===== src/rtl/net_pkg.sv =====
// net_pkg: shared defaults, level encodings and filter-count sizing for net observers
package net_pkg;
    localparam int SYNC_STAGES_DEF = 2;
    localparam int FILTER_LEN_DEF  = 4;
    localparam int CNT_W_DEF       = 8;

    function automatic int fcnt_w(input int n);
        return n > 1 ? $clog2(n) : 1;
    endfunction

    localparam int FCNT_W = fcnt_w(FILTER_LEN_DEF);

    localparam logic LVL_LOW  = 1'b0;
    localparam logic LVL_HIGH = 1'b1;

    typedef enum logic {ST_LOW = LVL_LOW, ST_HIGH = LVL_HIGH} lvl_t;
endpackage


===== src/rtl/net_sync.sv =====
// net_sync: STAGES-deep flop chain bringing an asynchronous bit into the clk domain
module net_sync #(
    parameter int STAGES = 2
) (
    input  logic clk,
    input  logic rst,
    input  logic d,
    output logic q
);
    logic [STAGES-1:0] chain;

    always_ff @(posedge clk or posedge rst)
        if (rst) chain <= '0;
        else     chain <= {chain[STAGES-2:0], d};

    assign q = chain[STAGES-1];
endmodule


===== src/rtl/net_observer.sv =====
// net_observer: synchronizes and glitch-filters one async net, with edge strobes and a saturating edge counter
module net_observer
    import net_pkg::*;
#(
    parameter int SYNC_STAGES = SYNC_STAGES_DEF,
    parameter int FILTER_LEN  = FILTER_LEN_DEF,
    parameter int CNT_W       = CNT_W_DEF
) (
    input  logic             clk,
    input  logic             rst,
    input  logic             net_in,
    input  logic             cnt_clr,
    output logic             net_level,
    output logic             rise_pulse,
    output logic             fall_pulse,
    output logic [CNT_W-1:0] edge_count,
    output logic             cnt_ovf
);
    localparam int FW = fcnt_w(FILTER_LEN);

    logic             s, acc, sat, ovf_nxt;
    logic [FW-1:0]    fcnt, fcnt_nxt;
    logic [CNT_W-1:0] cnt_nxt;
    lvl_t             state, state_nxt;

    net_sync #(.STAGES(SYNC_STAGES)) u_sync (.clk(clk), .rst(rst), .d(net_in), .q(s));

    always_comb begin
        acc       = (s != state) && (fcnt == FW'(FILTER_LEN - 1));
        sat       = &edge_count;
        state_nxt = acc ? lvl_t'(s) : state;
        fcnt_nxt  = (s == state || acc) ? '0 : fcnt + 1'b1;
        // a clear coinciding with an accepted edge still counts that edge
        cnt_nxt   = cnt_clr ? (acc ? CNT_W'(1) : '0)
                            : (acc && !sat ? edge_count + 1'b1 : edge_count);
        ovf_nxt   = cnt_clr ? 1'b0 : cnt_ovf | (acc & sat);
    end

    always_ff @(posedge clk or posedge rst)
        if (rst) begin
            state      <= ST_LOW;
            fcnt       <= '0;
            rise_pulse <= 1'b0;
            fall_pulse <= 1'b0;
            edge_count <= '0;
            cnt_ovf    <= 1'b0;
        end else begin
            state      <= state_nxt;
            fcnt       <= fcnt_nxt;
            rise_pulse <= acc & s;
            fall_pulse <= acc & ~s;
            edge_count <= cnt_nxt;
            cnt_ovf    <= ovf_nxt;
        end

    assign net_level = state;
endmodule


===== config.mk =====
export PLATFORM = sky130hd
export DESIGN_NAME = net_observer
export DESIGN_NICKNAME = d
export VERILOG_FILES = /design/src/rtl/net_pkg.sv /design/src/rtl/net_sync.sv /design/src/rtl/net_observer.sv
export SDC_FILE = /design/constraint.sdc
export NUM_CORES = 1
export LEC_CHECK = 0
export BUFFER_PORTS_ARGS = -buffer_cell sky130_fd_sc_hd__buf_2
export CORE_MARGIN = 2
export CORE_UTILIZATION = 40
export DETAILED_ROUTE_END_ITERATION = 8
export PLACE_DENSITY_LB_ADDON = 0.15
export SETUP_SLACK_MARGIN = 0.5
export SLEW_MARGIN = 5
export SYNTH_ARGS = -nofsm -noshare
export SYNTH_HDL_FRONTEND = slang
export SYNTH_SLANG_ARGS = --single-unit

===== constraint.sdc =====
create_clock -name clk -period 3.75 [get_ports clk]
set_input_delay 0.1875 -clock clk [delete_from_list [all_inputs] [get_ports clk]]
set_output_delay 0.1875 -clock clk [all_outputs]
set_load 0.005 [all_outputs]

Yosys cells after proc, flatten, opt, wreduce, memory -nomap -nowiden --
Cells that the tools add are included.
Word-level totals: flip-flop bits (word level) 16, output and inout port bits 12, bits of input ports 4
Operators by class: add/subtract/negate cells 2, bitwise operators 5, muxes and demuxes 5, eq/ne operators 3, reductions and logical operators 6
Operator list (number):
- $mux 8 | 2
- $add 8x1->8 const B | 1
- $reduce_and 8->1 | 1
- $and 1x1->1 | 3
- $add 2x1->2 const B | 1
- $eq 2x2->1 const B | 1
- $logic_and 1x1->1 | 2
- $mux 1 | 2
- $mux 2 | 1
- $reduce_bool 2->1 | 1
- $eq 1x1->1 | 1
- $logic_not 1->1 | 1
- $logic_or 1x1->1 | 1
- $ne 1x1->1 | 1
- $not 1->1 | 1
- $or 1x1->1 | 1

Depth between registers and ports, before layout --
Gate-level depths: netlist (run 1).
depth in word-level cells 5, mapped depth 6, depth with buffers taken out 5

By module --
A second synthesis (run 1) with hierarchy kept.
Unflattened totals: cells, all modules 65, area, all modules 745.7 µm²
By module, submodules not included:
- net_observer | instances 1, area each 691.9 µm², cells each 62
- net_sync | instances 1, area each 53.8 µm², cells each 3

Least setup slack after synthesis (run 1) --
Ideal clock, no wire load.
kind register to register, from reg edge_count[0], to reg edge_count[5], path slack 2.201 ns, library setup time 0.078 ns, data arrival time 1.471 ns, cell stages (with the launch flop) 6, path buffers 0, period minus slack after synthesis 1.549 ns, cells stage by stage dfrtp_1 -> ha_1 -> nand3_1 -> o211ai_2 -> or4_1 -> a21oi_1
Between the ends: cells in the longest elaborated chain, start to end 4, elaborated cells between the ends (all ways) 7, classes of those cells add/sub (1); mux (2); reduce/logical (4)
RTL lines:
- from (decl) | line net_observer.sv:16 | output logic [CNT_W-1:0] edge_count,
- from (signal assigned) | line net_observer.sv:52 | edge_count <= cnt_nxt;
- parallel branches: the longest is 4 deep, another holds $add 8x1->8
Several ways; the timed one is not identified. The select of a mux whose other input is x is not followed. A chain may end at the register's enable or synchronous reset.

Worst setup path in the final report (run 1) --
Same ends and word-level chain as after synthesis.

==> results.md, run 1 <==
- GRT busiest layer: met2
- Std cell rows: 15
- Synth-to-Final Area Change: 18.0%
- Met1 GRT Util: between 10% and 20%
- Count of max-cap constraint violations: 0
- Post-CTS repair timing setup buffer count: 0
- Final Max Tran Viols: 0
- Antenna Nets Post-Route: 0
- RR Startpoint: edge_count[0]$_DFFE_PP0P_
- Maximum fanout count along the critical path: 15
- 1st-pass router iterations: 4
- Count of antenna diodes in the layout: 0
- Worst endpoint data arrival time: around 2000 ps
- Synth async-reset ratio: 100%
- Leakage power of the design: around 0.4 nW
- Gates resized, CTS repair: 0
- Global-route wire length before repair: 2170 um
- Number of setup violations in the final report: 0
- Clk sink count: 16
- Clock slew at the register clock pins of the worst setup and hold paths: about 90 ps
- Number of distinct library cells after synthesis: 25
- Starting utilization of the core area: between 40% and 50%
- Fraction of final layout cells with drive strength greater than 1: 24.4%
- Commonest cells after routing, fill and taps aside: dfrtp_1, buf_2, a21oi_1
- Via-per-instance ratio: ~5.5
- Buffers from clock root to sink, at most: 2
- Final worst path period share: 48.0%
- Result of the run: completed
- Endpoints failing hold: 0
- Area of the core region: between 1500 and 2000 sq um
- Drt first-iter violations: 10
- Routability cong.: 0.730
- Worst Path Class, Setup: register to register
- Maximum frequency from static timing analysis: about 560 MHz
- Launch instance of the worst min-delay path: cnt_clr
- Count of boundary I/O pins: 16
- Overall die width: 46.1 um
- Mean area per synthesized cell: around 11 sq um
- Normalized max-slew margin: between 60 and 70%
- Area of the multi-input gates: slightly below 300 sq um
- Number of antenna violations at the first check in global routing: 0
- Netlist area before placement: about 700 sq um
- Aggregate global routing overflow: 0
- Number of flops mapped to enable cells by yosys: 0
- DR vias: 543
- Most common cell after layout, fill and taps aside: dfrtp_1
- Cell Pwr Density: between 400 and 500 nW/um^2
- Total CTS buffers: 3
- Root Buffer Master: clkbuf_4
- Worst hold stages: 2
- Met3 layer usage reported by global route: around 4.7%
- Clock tree from TritonCTS: done
- Vertical die dimension: 46.1 um
- Number of buffer cells added on primary ports: 15
- Mean routed wirelength per cell: around 13 um
- FF-to-FF End: edge_count[5]$_DFFE_PP0P_
- Ys Warns: 0
- Synthesis-stage register bit count: 16
- Pin count of the biggest net entering global routing: 17
- Type of origin of the critical path: register
- RSZ-0062 raised after global routing: false
- Gate Count Post-Synth: between 60 and 70
- Clock Skew: 3.67 ps
- Maximum vdd ir drop: between 0.15 and 0.2 mV
- Total Nets Final: 90
- H-tree lvl count: 1
- Total power draw: around 0.00037 W
- Path depth of the worst reg2reg path: 5
- Sequential Area: roughly 400 sq um
- End point of the worst hold path: edge_count[5]$_DFFE_PP0P_
- Portion of the post-synthesis area used by sequential elements: a little under three fifths
- Crit path required time: 3960 ps
- Die Footprint: 2130 sq um
- Slack of the worst reg-to-reg path: about 2000 ps
- Actual transition at the worst max-transition pin: between 500 and 600 ps
- Number of global-route vias before repair: about 500
- Global Route met2 Usage: 20.8%
- Post-layout min period: around 1800 ps
- Post-route setup TNS: 0 ps
- Drt drc: 0
- Flip-flop cell with the highest count after synthesis: dfrtp_1
- HPWL reported at the end of detailed placement: 880 um
- GRT Util Overall: approximately 15%
- Kind of path behind the tightest hold check: primary input to register
- Sum of routed wire length over all layers: between 1000 and 1500 um
- Latest clock arrival within the worst-skew pair: approximately 270 ps
- Filler instances: between 150 and 200
- Net count after synthesis: 70
- Crit end category: register
==> stage by stage <==
step,hold WS [ps],std cells,cell area [sq um],utilization [%],setup slack [ps]
final,198,99,837,49.6,1950
after global routing,189,99,837,49.6,1820
after CTS,7.81,98,827,49.0,1930
after detailed placement,289,94,795,47.0,1960
after global placement,284,94,795,47.0,2020
after floorplan,101,64,709,-,2200
==> power by group <==
group / switching (W) / internal (W)
combinational: 0.0000331 / 0.0000367
sequential: 0.0000190 / 0.000193
clock: 0.0000476 / 0.0000371
==> critical path: stages, from the launching register on <==
cell	delay, ps
dfrtp_1	430
ha_1	250
nand3_1	130
o211ai_2	230
or4_1	540
a21oi_1	150
==> worst max path at each step <==
stage | startpoint | to | depth (start not counted) | slack [ps]
final | edge_count[0]$_DFFE_PP0P_ | edge_count[5]$_DFFE_PP0P_ | 5 | 1950
after detailed placement | edge_count[0]$_DFFE_PP0P_ | edge_count[7]$_DFFE_PP0P_ | 5 | 1960
after floorplan | edge_count[0]$_DFFE_PP0P_ | edge_count[5]$_DFFE_PP0P_ | 5 | 2200
after global placement | edge_count[0]$_DFFE_PP0P_ | edge_count[7]$_DFFE_PP0P_ | 5 | 2020
after global routing | edge_count[0]$_DFFE_PP0P_ | edge_count[5]$_DFFE_PP0P_ | 5 | 1820
after CTS | edge_count[0]$_DFFE_PP0P_ | edge_count[7]$_DFFE_PP0P_ | 5 | 1930
==> registers in the layout, indices dropped and copies added, names as in the netlist <==
signal	cells
fcnt	2
net_level	1
rise_pulse	1
edge_count	8
u_sync.chain	2
cnt_ovf	1
fall_pulse	1
==> timing repair <==
item | CTS | global route
endpoints found under the setup margin | 0 | 0
hold buffers | 1 | 1
hold endpoints to repair | 16 | 1
==> kinds of logic after synthesis <==
kind of cell	after synthesis	synth area share, %
fa+ha+maj	2	3.53
flops	16	56.4
simple gates	23	18.9
compound gates	15	13.0
xor+xnor	2	2.47
buf+inv	4	2.65
mux	2	3.00
==> synth_stat cells, drive strengths merged (2+ instances only) <==
| master | instances | share of area, % |
|---|---|---|
| dfrtp | 16 | 56 |
| a21oi | 7 | 4.9 |
| nand3 | 4 | 2.8 |
| nand2 | 3 | 1.6 |
| nor2 | 3 | 1.6 |
| o21ai | 3 | 2.1 |
| o31ai | 3 | 3.2 |
| or3 | 3 | 2.6 |
| or4 | 3 | 3.2 |
| and3b | 2 | 2.5 |
| buf | 2 | 1.6 |
| ha | 2 | 3.5 |
| inv | 2 | 1.1 |
| o211ai | 2 | 2.8 |
==> layer usage <==
metal  vias up  wire, um
met5         -         0
met4         0        12
met3         2        47
met2        14       551
met1       256       639
li1        271         -
==> area by class of cell <==
cell class	instances	share of cell area [%]
timing repair buffer	17	11.4
multi-input combinational	44	34.7
inverter	2	0.897
sequential	16	47.8
clock buffer	3	2.69
tap	17	2.54
Power figures use the tool's default switching activity.
==> run 2, diff against run 1 <==
==> constraint.sdc (replaced) <==
create_clock -name clk -period 1.5 [get_ports clk]
set_input_delay 0.075 -clock clk [delete_from_list [all_inputs] [get_ports clk]]
set_output_delay 0.075 -clock clk [all_outputs]
set_load 0.005 [all_outputs]
==> results.md, run 2 (synthesized netlist as in run 1, its figures left out) <==
- FF-to-FF End: edge_count[5]$_DFFE_PP0P_
- Kind of cell adding the most delay to the critical path: simple AND/OR/NAND/NOR gates
- Count of max-cap constraint violations: 0
- Synth-to-Final Area Change: 68.6%
- Maximum vdd ir drop: 0.699 mV
- Drt drc: 0
- Total internal power: a little under 0.0009 W
- Number of buffer and inverter instances along the worst setup path: 0
- Buffers from clock root to sink, at most: 2
- H-tree lvl count: 1
- Endpoints failing hold: 0
- Clock Skew: slightly above 4 ps
- Path depth of the worst reg2reg path: 5
- Filler instances: between 100 and 150
- Mean routed wirelength per cell: roughly 13 um
- Total Nets Final: ~120
- Final Max Tran Viols: 0
- Leakage power of the design: roughly 0.58 nW
- Pin count of the biggest net entering global routing: 17
- Type of origin of the critical path: register
- Number of antenna violations at the first check in global routing: 0
- Routability cong.: 0.722
- Most common cell after layout, fill and taps aside: dfrtp_1
- Commonest cells after routing, fill and taps aside: dfrtp_1, buf_6, buf_4
- Sum of routed wire length over all layers: ~1600 um
- Aggregate global routing overflow: 0
- Clock tree from TritonCTS: done
- Drt first-iter violations: 3
- Root Buffer Master: clkbuf_4
- Overall die width: approximately 46 um
- Count of boundary I/O pins: 16
- Worst endpoint data arrival time: 1710 ps
- Final worst path period share: 100%
- Clock slew at the register clock pins of the worst setup and hold paths: 100 ps
- Largest register by flop count: edge_count
- Result of the run: finished with violations
- Count of antenna diodes in the layout: 0
- Levels on crit path: 5
- Area of the multi-input gates: 384 sq um
- Post-layout min period: about 1500 ps
- GRT Util Overall: between 10% and 20%
- Minimum setup slack in the final design: -4.30 ps
- Largest registers: edge_count (8), fcnt (2), u_sync.chain (2)
- 1st-pass router iterations: 4
- Std cell rows: 15
- Worst Path Class, Setup: register to register
- Crit path required time: 1710 ps
- Sequential Area: 400 sq um
- Global-route wire length before repair: approximately 2700 um
- Cell Pwr Density: ~1000 nW/um^2
- Via-per-instance ratio: 5.10
- Total CTS buffers: 3
- Crit path largest cell delay: between 400 and 500 ps
- Kind of path behind the tightest hold check: primary input to register
- RSZ-0062 raised after global routing: true
- Crit end category: register
- Violated checks: negative setup slack
- Flip-flop count of the largest register after layout: 8
- Comb pwr share: between 30 and 40%
- Number of buffer cells added on primary ports: 15
- Actual transition at the worst max-transition pin: between 500 and 600 ps
- Die Footprint: around 2100 sq um
- Area of the core region: between 1500 and 2000 sq um
- Launching element of the worst setup path: edge_count[0]$_DFFE_PP0P_
- CP max-delay cell: or4_1
- HPWL reported at the end of detailed placement: 1100 um
- Starting utilization of the core area: between 40% and 50%
- Fraction of final layout cells with drive strength greater than 1: between 50 and 60%
- Post-route setup TNS: -4.30 ps
- Crit path cell chain: ha_2 -> nand3_4 -> o211ai_4 -> or4_1 -> a21oi_1
- Normalized max-slew margin: between 60% and 70%
- Final core occ: between 70% and 80%
- RR Startpoint: edge_count[0]$_DFFE_PP0P_
- Share of power burned in the clock network: 22.9%
- Clk sink count: 16
- DR vias: around 640
- Slack of the worst reg-to-reg path: -4 ps
- Sw Ratio: ~28%
- Latest clock arrival within the worst-skew pair: 280 ps
- Vertical die dimension: 46.1 um
- Antenna Nets Post-Route: 0
- Crit path to: edge_count[5]$_DFFE_PP0P_
- Number of setup violations in the final report: 1
- Maximum frequency from static timing analysis: 665 MHz
- Number of global-route vias before repair: 640
- Net switching power of the design: roughly 0.00035 W
- Part of the total power dissipated in sequential elements: 42.6%
- Maximum fanout count along the critical path: 7
[run 2: changes by cell type in the layout (fill, tap and decap cells not counted), moves of 2 or more]
cell     delta
buf_6      +15
buf_4      +13
buf_2       -3
a21oi_1     -2
a21oi_2     +2
ha_1        -2
nand3_1     -2
o21ai_0     -2
o21ai_1     +2
or3_1       -2
or3_4       +2
[run 2: per-layer routing]
layer / wire length (um) / up-vias / global-route usage, %
li1: - / 325 / -
met1: 759 / 299 / 23.3
met2: 756 / 12 / 28.3
met3: 51 / 2 / 3.53
met4: 14 / 0 / 5.14
met5: 0 / - / 0
[run 2: worst min path at each step]
stage | end | depth (start not counted) | slack (ps) | from
6_report | edge_count[3]$_DFFE_PP0P_ | 2 | 70 | cnt_clr
5_1_grt | edge_count[3]$_DFFE_PP0P_ | 2 | 70 | cnt_clr
3_3_place_gp | fcnt[0]$_DFF_PP0_ | 2 | 170 | rst
4_1_cts | edge_count[5]$_DFFE_PP0P_ | 2 | 80 | cnt_clr
2_1_floorplan | cnt_ovf$_DFF_PP0_ | 1 | -10 | rst
3_5_place_dp | rise_pulse$_DFF_PP0_ | 2 | 170 | rst
[run 2: through the flow]
stage	setup slack [ps]	hold slack [ps]	instances	cell area [sq um]	total power [W]
floorplan	38.5	-11.3	64	733	0.000678
global placement	11.7	166	109	927	0.000780
detailed placement	-27.6	165	109	927	0.000790
CTS	8.66	77.1	123	1110	0.00117
global route	-64.6	74.4	125	1200	0.00130
finish	-4.30	73.5	125	1200	0.00123
[run 2: power by group through the flow]
| stage | sequential (W) | clock (W) | combinational [W] |
|---|---|---|---|
| 2_1_floorplan | 0.000542 | 0 | 0.000135 |
| 3_3_place_gp | 0.000524 | 0 | 0.000256 |
| 3_5_place_dp | 0.000529 | 0 | 0.000262 |
| 4_1_cts | 0.000526 | 0.000287 | 0.000355 |
| 5_1_grt | 0.000532 | 0.000306 | 0.000460 |
| 6_report | 0.000525 | 0.000282 | 0.000424 |
[run 2: timing repair]
item / in CTS / in global routing
buffers inserted: 8 / 2
gates cloned: 0 / 0
hold endpoints to repair: 17 / 0
resized for setup: 15 / 13
pin swaps: 7 / 4
hold buffers: 2 / 0
setup endpoints to repair: 22 / 22
[run 2: area by class of cell]
type / instances / share of cell area (%)
Inverter: 2 / 0.628
Tap cell: 17 / 1.78
Timing Repair Buffer: 42 / 29.0
Multi-Input combinational cell: 44 / 32.1
Sequential cell: 16 / 33.5
Clock buffer: 4 / 3.03
[run 2: worst register-to-register path, cell delays in order, from the launching register on]
cell and delay (ps):
dfrtp_1 400, ha_2 210, nand3_4 90, o211ai_4 110
or4_1 490, a21oi_1 130
